`config.mk`:
```
export PLATFORM = sky130hd
export DESIGN_NAME = ahb_lite_master_arbiter
export DESIGN_NICKNAME = d
export VERILOG_FILES = /design/src/rtl/ahb_lite_master_arbiter.sv
export SDC_FILE = /design/constraint.sdc
export NUM_CORES = 1
export LEC_CHECK = 0
export CAP_MARGIN = 40
export CORE_AREA = 8 8 126 128
export DETAILED_ROUTE_END_ITERATION = 10
export DIE_AREA = 0 0 134 136
export GPL_ROUTABILITY_DRIVEN = 0
export HOLD_SLACK_MARGIN = 0.03
export PLACE_DENSITY = 0.64
export SLEW_MARGIN = 20
export SYNTH_ARGS = -nofsm -noshare
export SYNTH_HDL_FRONTEND = slang
export SYNTH_SLANG_ARGS = --single-unit
```
`constraint.sdc`:
```
create_clock -name HCLK -period 3.15 [get_ports HCLK]
set_clock_uncertainty 0.05 [all_clocks]
set_input_delay 0.63 -clock HCLK [delete_from_list [all_inputs] [get_ports HCLK]]
set_output_delay 0.63 -clock HCLK [all_outputs]
set_load 0.03 [all_outputs]
```
`src/rtl/ahb_lite_master_arbiter.sv`:
```
// Two-master AHB-Lite arbiter: muxes one master's address phase onto the shared bus, routes HWDATA/HRESP by data-phase owner.
// Latency: zero; the grant and the address mux are combinational, and a switch lands in the owner's first IDLE cycle.
// Backpressure: the losing master's HREADY is held low while it presents NONSEQ; bus wait states freeze all state. Optional stats: ARB_STATS_EN.
module ahb_lite_master_arbiter #(
    parameter bit PARK_MASTER = 1'b0,
    parameter int CNT_W       = 16
) (
    input  logic        HCLK,
    input  logic        HRESET,
    input  logic [31:0] M0_HADDR,
    input  logic [1:0]  M0_HTRANS,
    input  logic        M0_HWRITE,
    input  logic [2:0]  M0_HSIZE,
    input  logic [2:0]  M0_HBURST,
    input  logic [3:0]  M0_HPROT,
    input  logic        M0_HMASTLOCK,
    input  logic [31:0] M0_HWDATA,
    output logic        M0_HREADY,
    output logic [31:0] M0_HRDATA,
    output logic        M0_HRESP,
    input  logic [31:0] M1_HADDR,
    input  logic [1:0]  M1_HTRANS,
    input  logic        M1_HWRITE,
    input  logic [2:0]  M1_HSIZE,
    input  logic [2:0]  M1_HBURST,
    input  logic [3:0]  M1_HPROT,
    input  logic        M1_HMASTLOCK,
    input  logic [31:0] M1_HWDATA,
    output logic        M1_HREADY,
    output logic [31:0] M1_HRDATA,
    output logic        M1_HRESP,
    output logic [31:0] HADDR,
    output logic [1:0]  HTRANS,
    output logic        HWRITE,
    output logic [2:0]  HSIZE,
    output logic [2:0]  HBURST,
    output logic [3:0]  HPROT,
    output logic        HMASTLOCK,
    output logic [31:0] HWDATA,
    input  logic        HREADY,
    input  logic [31:0] HRDATA,
    input  logic        HRESP,
    output logic        HMASTER
`ifdef ARB_STATS_EN
    ,
    output logic [CNT_W-1:0] STAT_GRANT0,
    output logic [CNT_W-1:0] STAT_GRANT1,
    output logic [CNT_W-1:0] STAT_STALL0,
    output logic [CNT_W-1:0] STAT_STALL1
`endif
);

    localparam logic [1:0] TR_IDLE   = 2'd0;
    localparam logic [1:0] TR_NONSEQ = 2'd2;

    typedef struct packed {
        logic [31:0] addr;
        logic [1:0]  trans;
        logic        write;
        logic [2:0]  size;
        logic [2:0]  burst;
        logic [3:0]  prot;
        logic        lock;
    } ahb_addr_t;

    ahb_addr_t mst [2];
    ahb_addr_t sel;

    logic owner, data_valid, data_owner, lock_hold;
    logic g, other;
    logic m0_serve, m1_serve, stall0, stall1;

    assign mst[0] = '{M0_HADDR, M0_HTRANS, M0_HWRITE, M0_HSIZE, M0_HBURST, M0_HPROT, M0_HMASTLOCK};
    assign mst[1] = '{M1_HADDR, M1_HTRANS, M1_HWRITE, M1_HSIZE, M1_HBURST, M1_HPROT, M1_HMASTLOCK};
    assign other  = ~owner;

    // Grant: owner keeps the bus unless it is idle, unlocked, and the other master opens a NONSEQ.
    always_comb begin
        g = owner;
        if (!lock_hold && mst[owner].trans == TR_IDLE && mst[other].trans == TR_NONSEQ)
            g = other;
    end

    assign sel = mst[g];

    // Address phase goes straight through; reset forces an idle, unlocked bus.
    assign HADDR     = sel.addr;
    assign HWRITE    = sel.write;
    assign HSIZE     = sel.size;
    assign HBURST    = sel.burst;
    assign HPROT     = sel.prot;
    assign HTRANS    = HRESET ? TR_IDLE : sel.trans;
    assign HMASTLOCK = HRESET ? 1'b0 : sel.lock;
    assign HMASTER   = HRESET ? PARK_MASTER : g;

    // Data phase follows the registered data owner.
    assign HWDATA    = data_owner ? M1_HWDATA : M0_HWDATA;
    assign M0_HRDATA = HRDATA;
    assign M1_HRDATA = HRDATA;
    assign M0_HRESP  = !HRESET && data_valid && !data_owner && HRESP;
    assign M1_HRESP  = !HRESET && data_valid &&  data_owner && HRESP;

    // A master sees the bus ready when it owns either phase; otherwise a pending NONSEQ is stalled.
    assign m0_serve  = !g || (data_valid && !data_owner);
    assign m1_serve  =  g || (data_valid &&  data_owner);
    assign stall0    = !m0_serve && M0_HTRANS == TR_NONSEQ;
    assign stall1    = !m1_serve && M1_HTRANS == TR_NONSEQ;
    assign M0_HREADY = HRESET ? 1'b1 : (m0_serve ? HREADY : !stall0);
    assign M1_HREADY = HRESET ? 1'b1 : (m1_serve ? HREADY : !stall1);

    // Arbitration state advances only when the slave accepts the address phase.
    always_ff @(posedge HCLK or posedge HRESET) begin
        if (HRESET) begin
            owner      <= PARK_MASTER;
            data_valid <= 1'b0;
            data_owner <= PARK_MASTER;
            lock_hold  <= 1'b0;
        end else if (HREADY) begin
            owner      <= g;
            data_valid <= sel.trans[1];
            data_owner <= g;
            lock_hold  <= sel.lock && (sel.trans != TR_IDLE);
        end
    end

`ifdef ARB_STATS_EN
    // Saturating grant/stall counters; stalls count arbitration holds only, never slave waits.
    always_ff @(posedge HCLK or posedge HRESET) begin
        if (HRESET) begin
            STAT_GRANT0 <= '0;
            STAT_GRANT1 <= '0;
            STAT_STALL0 <= '0;
            STAT_STALL1 <= '0;
        end else begin
            if (HREADY && sel.trans[1] && !g && !(&STAT_GRANT0)) STAT_GRANT0 <= STAT_GRANT0 + CNT_W'(1);
            if (HREADY && sel.trans[1] &&  g && !(&STAT_GRANT1)) STAT_GRANT1 <= STAT_GRANT1 + CNT_W'(1);
            if (stall0 && !(&STAT_STALL0)) STAT_STALL0 <= STAT_STALL0 + CNT_W'(1);
            if (stall1 && !(&STAT_STALL1)) STAT_STALL1 <= STAT_STALL1 + CNT_W'(1);
        end
    end
`endif

endmodule

```
== Yosys cells after proc, flatten, opt, wreduce, memory -nomap -nowiden ==
Cells that the tools add are included.

* Eq/ne operators: 3
* Order comparisons: 3
* Reductions and logical operators: 24
* Multiplexer cells: 18
* Bitwise gates (word level): 4

{| class="wikitable"
|+ Operators by type and width
! cell !! count
|-
| 46-bit 2-to-1 mux || 3
|-
| 14-bit 2-to-1 mux || 6
|-
| 32-bit 2-to-1 mux || 1
|-
| 1-bit logical AND || 12
|-
| 1-bit logical NOT || 8
|-
| 1-bit 2-to-1 mux || 7
|-
| 2-bit == test (second input constant) || 3
|-
| 2-bit greater-or-equal comparator (second input constant) || 3
|-
| 1-bit inverter with 2-bit output || 3
|-
| 2-bit logical NOT || 1
|-
| 1-bit logical OR || 2
|-
| 2-bit 2-to-1 mux || 1
|-
| 2-bit nonzero test || 1
|-
| 1-bit inverter || 1
|}

* Bits of input ports: 192
* Logic and storage cells: 55
* Output and inout port bits: 147
* Flip-flop bits (word level): 3

== Logic depth before layout (Yosys ltp) ==
Gate-level depths: netlist of run 1.

* Depth after elaboration: 15
* Gate-level depth with buffers: 6
* Gate-level depth less buffers: 4

== Least setup slack after synthesis of run 1 ==
Ideal clock, no wire load.

* Path kind: input -> output
* Start: in M0_HTRANS[0]
* End: out M0_HREADY
* Path buffers: 0
* Data required time: 2.470 ns
* Setup slack: 0.250 ns
* Arrival: 2.220 ns
* Stages: 4
* Cells stage by stage: or4b_1 > or2_4 > a22oi_1 > mux2i_1

* Cells in the longest elaborated chain, start to end: 14
* Elaborated cells on any way between the ends: 19
* Classes of those cells: eq/ne: 2; mux: 9; reduce/logical: 8

{| class="wikitable"
|+ RTL lines
! what !! line !! source
|-
| start: declaration || 11 || <nowiki>input logic [1:0] M0_HTRANS,</nowiki>
|-
| 14-bit 2-to-1 mux (implied by the code) (3 in series) || 80 || <nowiki>if (!lock_hold && mst[owner].trans == TR_IDLE && mst[other].trans == TR_NONSEQ)</nowiki>
|-
| 2-bit logical NOT || 80 ||
|-
| 1-bit logical AND (2 in series) || 80 ||
|-
| 1-bit 2-to-1 mux || 80 ||
|-
| 1-bit logical NOT || 104 || <nowiki>assign m0_serve = !g || (data_valid && !data_owner);</nowiki>
|-
| 1-bit logical OR || 104 ||
|-
| 1-bit logical NOT || 106 || <nowiki>assign stall0 = !m0_serve && M0_HTRANS == TR_NONSEQ;</nowiki>
|-
| 1-bit logical AND || 106 ||
|-
| 1-bit logical NOT || 108 || <nowiki>assign M0_HREADY = HRESET ? 1'b1 : (m0_serve ? HREADY : !stall0);</nowiki>
|-
| 1-bit 2-to-1 mux (*) (2 in series) || 108 ||
|-
| end: declaration || 18 || <nowiki>output logic M0_HREADY,</nowiki>
|}

Mark *: on every way between the ends. The rest lies on a longest branch, timed or not. The select of a mux whose other input is x is not followed.

== Worst setup path after layout of run 1 ==
* Start: in M1_HTRANS[0]
* End: out HBURST[2]

* Cells in the longest elaborated chain, start to end: 11
* Elaborated cells on any way between the ends: 15
* Classes of those cells: eq/ne: 1; mux: 10; bitwise: 1; reduce/logical: 3

{| class="wikitable"
|+ RTL lines
! what !! line !! source
|-
| start: declaration || 22 || <nowiki>input logic [1:0] M1_HTRANS,</nowiki>
|-
| 14-bit 2-to-1 mux (implied by the code) (3 in series) || 80 ||
|-
| 2-bit logical NOT || 80 ||
|-
| 1-bit logical AND || 80 ||
|-
| 1-bit logical AND (*) || 80 ||
|-
| 1-bit 2-to-1 mux (*) || 80 ||
|-
| 1-bit inverter with 2-bit output (implied by the code) (*) || 84 || <nowiki>assign sel = mst[g];</nowiki>
|-
| 46-bit 2-to-1 mux (implied by the code) (*) (3 in series) || 84 ||
|-
| end: declaration || 36 || <nowiki>output logic [2:0] HBURST,</nowiki>
|}

Marks and branches as above.

==> flow_metrics.py, run 1 <==
metrics = {
    "global_routing": {
        "overflow": 0,
        "grt_pass1_wl_um": 14200,
        "grt_usage_pct": 9.82,
        "grt_start_max_net_pins": 42,
        "grt_pass1_vias": 2561,
        "antenna_found_initial": 0,
    },
    "logic_synthesis": {
        "synth.net_count": 429,
        "synth-seq-cells": 3,
        "syn_area_per_cell_um2": 9.56,
        "ys_seq_area_share_pct": 3.31,
        "synth_edf_count": 0,
        "netlist_area_um2": 2270,
        "synthDistinctLibCells": 29,
        "ys_warn_count": 0,
        "async_flop_share_pct": 100,
        "syn-instance-count": 237,
        "ys.flop_type": "dfrtp_1",
    },
    "worst_setup_path": {
        "critPathRequiredTime_ns": 2.47,
        "end_kind": "primary output",
        "critPathMostFrequentCell": "buf_6",
        "crit_chain": "buf_6 -> or4b_4 -> or2_4 -> nand2_8 -> buf_6 -> buf_6 -> mux2_4 -> buf_6",
        "critPathMaxFanout": 6,
        "arrival_ns": 2.40,
        "worst_path_max_delay_cell": "or4b_4",
        "slowest_delay_ns": 0.51,
        "r2r-end": "lock_hold",
        "reg2reg_depth": 5,
        "cp-start-kind": "primary input",
        "timing.rr.start": "lock_hold",
        "r2r_setup_slack_ns": 1.18,
        "worstSetupStartpoint": "M1_HTRANS[0]",
        "critPathKind": "in -> out",
    },
    "floorplanning": {
        "ios": 339,
        "die_w_um": 134,
        "die_y_um": 136,
        "start_util_pct": 16.1,
        "core_area_um2": 14000,
        "dieArea_um2": 18200,
        "row_count": 44,
    },
    "layout": {
        "layout-area-overhead-vs-synth_pct": 93.4,
        "multi_input_area_um2": 1300,
        "final_cells": 580,
        "fillers": 1447,
        "antenna-diode-count": 0,
        "final_util_pct": 31.2,
        "drive_gt1_share_pct": 41.9,
        "seq_area_um2": 75.1,
        "final_net_count": 589,
    },
    "clock_network": {
        "clock-sinks": 3,
        "path_clk_slew_ns": 0.03,
        "clockRootBuffer": "clkbuf_16",
        "cts_buffer_depth": 2,
        "cts_tree": "built",
        "clk_latency_ns": 0.22,
        "htreeDepth": 1,
        "postCtsHoldBufs": 0,
        "cts_inserted_buffers": 3,
    },
    "hold_path": {
        "min_from": "data_valid",
        "hold_path.class": "reg -> reg",
        "hold_path_depth": 1,
        "min_to": "data_valid",
    },
    "timing": {
        "worst_slew_pin_slew_ns": 0.475,
        "fin_crit_sh_pct": 97.7,
        "setup_viol": 0,
        "maxSlewViolCount": 0,
        "setup_ws_ns": 0.0727,
        "min_period_ns": 3.08,
        "relSlewSlack_pct": 68.3,
        "fmax_mhz": 325,
        "hold_violations": 0,
        "rsz0062_at_grt": "true",
    },
    "placement": {
        "numPlacedInstances": 570,
        "place.detailed.hpwl_um": 8470,
        "pre_cts_ws_ns": -0.733,
        "numPortBuffers": 242,
    },
    "power": {
        "switchingPower_mw": 1.30,
        "powerDensity_nw_per_um2": 650,
        "p_sw_share_pct": 45.6,
        "p_seq_share_pct": 2.5,
        "p_leak_nw": 1.81,
        "clkPwrFrac_pct": 7.0,
        "p_comb_share_pct": 90.5,
        "internal-power_mw": 1.55,
        "ir_drop_uv": 363,
    },
    "drt": {
        "first_pass_iters": 4,
        "via_count": 2182,
        "antenna_left": 0,
        "avgRoutedWirePerCell_um": 16.7,
        "avgViaCountPerCell": 3.76,
        "drtIter0Drc": 10,
        "routed_wl_um": 9700,
        "drcViolationCount": 0,
    },
    "run": {
        "maxCapViolations": 0,
    },
    "status": {
        "status": "finished, final reports clean",
    },
}
==> power by group through the flow <==
stage / Sequential, mW / Combinational [mW] / Clock (mW)
6_report: 0.0725 / 2.58 / 0.199
5_1_grt: 0.0756 / 2.72 / 0.208
4_1_cts: 0.0719 / 2.62 / 0.204
3_5_place_dp: 0.0721 / 2.55 / 0
3_3_place_gp: 0.0718 / 2.53 / 0
2_1_floorplan: 0.0629 / 1.98 / 0
==> repair_timing <==
action	4_1_cts	5_1_grt
pin swaps	4	1
endpoints found under the hold margin	0	0
endpoints found under the setup margin	46	41
setup buffers	5	0
gates cloned	1	0
resized for setup	123	6
==> layout by cell type (no fill, tap or decap), drive strengths merged, types with 2 or more instances in the layout <==
master and n:
clkdlybuf4s50 188, mux2 77, buf 48, clkdlybuf4s15 32
nor2 8, inv 4, a21oi 4, mux2i 4
clkbuf 4, dfrtp 3, nand2 3, and2 2
nor3 2, nand2b 2, and4 2, o21ai 2
==> final cells by class <==
type	count	share of cell area, %
Timing Repair Buffer	269	61.3
Multi-Input combinational cell	116	29.6
Tap cell	184	5.25
Clock buffer	4	1.80
Sequential cell	3	1.71
Inverter	4	0.343
==> cells in the mapped netlist, types with 3 or more instances <==
| cell type | instances | area [um2] |
|---|---|---|
| inv_1 | 4 | 15.0 |
| dfrtp_1 | 3 | 75.1 |
| buf_1 | 3 | 11.3 |
| mux2_4 | 39 | 586 |
| buf_12 | 4 | 80.1 |
| mux2i_1 | 4 | 40.0 |
| mux2_2 | 38 | 428 |
| nor2_1 | 8 | 30.0 |
| buf_4 | 106 | 796 |
| a21oi_1 | 4 | 20.0 |
==> worst max-delay path by stage <==
stage               depth (start not counted)         to  slack (ns)
global placement                            7  HBURST[1]       -0.68
finish                                      8  HBURST[2]        0.07
floorplan                                   4  M0_HREADY        0.25
detailed placement                          7   HSIZE[0]       -0.73
CTS                                         8  HBURST[2]        0.01
global route                                8  HBURST[2]     -0.0005
==> layer usage <==
metal | global-route usage (%) | vias to the layer above | part of all wire (%)
li1 | - | 1020 | -
met1 | 8.99 | 954 | 33
met2 | 17.8 | 204 | 50
met3 | 7.02 | 4 | 17
met4 | 1.43 | 0 | 0.50
met5 | 0 | - | 0
==> worst max-delay path: cells and delay by family <==
family | cells | cell delay (ns)
mux | 1 | 0.32
simple gates | 3 | 0.94
buf+inv | 4 | 0.51
==> registers in the layout, summed over array words and instances, names as in the netlist <==
signal and count:
data_valid 1, lock_hold 1, owner 1
==> logic make-up (layout without fill, tap and decap cells) <==
kind of cell	Yosys count	in the layout	share of synthesized area, %
DFF	3	3	3.31
and+or+nand+nor	23	24	6.35
buffers and inverters	119	277	40.3
muxes	81	81	46.5
AOI/OAI and AO/OA	11	11	3.59
==> metrics by stage <==
step / total power [mW] / instance area [um2] / TNS [ns] / hold WS (ns)
4_1_cts: 2.90 / 4390 / 0 / 0.534
2_1_floorplan: 2.04 / 2270 / 0 / 0.350
5_1_grt: 3.01 / 4380 / -0.000536 / 0.585
3_3_place_gp: 2.60 / 4180 / -25.77 / 0.520
6_report: 2.85 / 4380 / 0 / 0.558
3_5_place_dp: 2.62 / 4180 / -27.36 / 0.529
(Power assumes the default switching activity.)
==> run 2: changes to the inputs <==
GPL_TIMING_DRIVEN = 0   (was unset)
==> run 2 against run 1 <==
Critical path depth increased by 1. Setup slack got worse by 0.028 ns. Register-to-register slack improved by 0.03 ns. Largest power group unchanged. Non-clock buffer count increased by 146. Design area increased by 30%.
==> flow_metrics.py, run 2 (synthesized netlist as in run 1, its figures left out) <==
metrics = {
    "clock_network": {
        "clock-sinks": 3,
        "postCtsHoldBufs": 0,
        "cts_tree": "built",
        "htreeDepth": 1,
        "cts_buffer_depth": 2,
        "cts_inserted_buffers": 3,
        "clk_latency_ns": 0.22,
        "clockRootBuffer": "clkbuf_16",
        "path_clk_slew_ns": 0.03,
    },
    "global_routing": {
        "antenna_found_initial": 0,
        "grt_start_max_net_pins": 11,
        "grt_pass1_wl_um": 16500,
        "overflow": 0,
        "grt_usage_pct": 11.3,
        "grt_pass1_vias": 2958,
    },
    "hold_path": {
        "hold_path.class": "reg -> reg",
    },
    "timing": {
        "hold_violations": 0,
        "worst_slew_pin_slew_ns": 0.512,
        "maxSlewViolCount": 0,
        "fmax_mhz": 322,
        "fin_crit_sh_pct": 98.6,
        "relSlewSlack_pct": 65.9,
        "min_period_ns": 3.11,
        "setup_viol": 0,
        "fin_tns_setup_ns": 0,
        "setup_ws_ns": 0.0449,
        "whs_ns": 0.548,
    },
    "layout": {
        "drive_gt1_share_pct": 44.4,
        "final_util_pct": 40.7,
        "finalInstanceArea_um2": 5720,
        "antenna-diode-count": 0,
        "final_cells": 725,
        "reg.largest.list": "data_valid: 1 flops, lock_hold: 1 flops, owner: 1 flops",
        "final_net_count": 734,
        "layout-area-overhead-vs-synth_pct": 152,
        "final_cell_mix": "clkdlybuf4s50_1 (255), buf_4 (93), buf_6 (42)",
        "final_common_cell": "clkdlybuf4s50_1",
    },
    "placement": {
        "place.detailed.hpwl_um": 10500,
        "pre_cts_ws_ns": -0.933,
        "placed_area_um2": 5560,
        "numPortBuffers": 306,
        "numPlacedInstances": 727,
    },
    "worst_setup_path": {
        "critPathRequiredTime_ns": 2.47,
        "crit_chain": "buf_6 -> or4b_4 -> or2_4 -> nand2_8 -> buf_12 -> buf_12 -> mux2_4 -> buf_4 -> buf_6",
        "slowest_delay_ns": 0.51,
        "arrival_ns": 2.43,
        "end_kind": "primary output",
        "cp-start-kind": "primary input",
        "critPathMaxFanout": 8,
        "worst_path_max_delay_cell": "or4b_4",
        "critPathKind": "in -> out",
    },
    "drt": {
        "routed_wl_um": 11700,
        "avgRoutedWirePerCell_um": 16.1,
        "avgViaCountPerCell": 3.72,
        "first_pass_iters": 3,
        "drcViolationCount": 0,
        "drtIter0Drc": 35,
        "via_count": 2697,
        "antenna_left": 0,
    },
    "power": {
        "switchingPower_mw": 1.48,
        "clkPwrFrac_pct": 5.9,
        "p_seq_share_pct": 2.0,
        "p_sw_share_pct": 43.3,
        "total_power_mw": 3.42,
        "internal-power_mw": 1.94,
        "ir_drop_uv": 342,
        "powerDensity_nw_per_um2": 599,
        "p_leak_nw": 2.51,
        "p_comb_share_pct": 92.2,
    },
    "floorplanning": {
        "die_w_um": 134,
        "ios": 339,
        "dieArea_um2": 18200,
        "start_util_pct": 16.1,
        "core_area_um2": 14000,
        "die_y_um": 136,
        "row_count": 44,
    },
    "run": {
        "maxCapViolations": 0,
    },
    "status": {
        "status": "finished, final reports clean",
    },
}
run 2: changes by cell type in the layout (fill, tap and decap cells not counted), sizes merged:
| cell | before | now |
|---|---|---|
| clkdlybuf4s50 | 188 | 255 |
| dlymetal6s2s | 1 | 0 |
| clkdlybuf4s15 | 32 | 0 |
| clkbuf | 4 | 5 |
| buf | 48 | 155 |
| nand2 | 3 | 2 |
| dlygate4sd2 | 0 | 4 |
run 2: repair_timing:
item,4_1_cts,5_1_grt
buffers inserted,5,1
setup endpoints to repair,65,34
resized for setup,308,24
pin swaps,2,2
cloned,2,1
run 2: worst max-delay path, delay by kind of cell:
family | cells | cell delay, ns
buffers and inverters | 5 | 0.63
multiplexers | 1 | 0.29
AND/OR/NAND/NOR | 3 | 0.87
run 2: cell type report:
| cell class | instances | area [um2] |
|---|---|---|
| fillers | 1403 | 8320 |
| repair buffers | 315 | 3230 |
| multi-input cells | 115 | 1290 |
| plain buffers | 100 | 802 |
| well taps | 184 | 230 |
| clock buffers | 4 | 78.8 |
| flip-flops and latches | 3 | 75.1 |
| inverters | 4 | 15.0 |
run 2: final timing paths:
check                      slack [ns]         end    startpoint  depth (start not counted)
max reg2reg                      1.21       owner     lock_hold                          6
min reg2reg                      0.55  data_valid    data_valid                          1
max                              0.04   HADDR[15]  M0_HTRANS[0]                          9
max in group asynchronous        2.16  data_valid        HRESET                          2
min in group asynchronous        0.73   lock_hold        HRESET                          2
min                              0.55  data_valid    data_valid                          1
run 2: power groups by stage:
stage                     sequential (mW)  combinational, mW  clock [mW]
final                              0.0668               3.16       0.200
after global routing               0.0686               3.32       0.208
after CTS                          0.0670               3.17       0.202
after detailed placement           0.0668               3.00           0
after global placement             0.0666               2.99           0
after floorplan                    0.0629               1.98           0
run 2: routing by layer:
layer | global-route usage [%] | part of all wire, % | vias up
met5 | 0 | 0 | -
met4 | 1.31 | 0.40 | 0
met3 | 4.43 | 11 | 4
met2 | 22.8 | 57 | 157
met1 | 10.7 | 32 | 1226
li1 | - | - | 1310
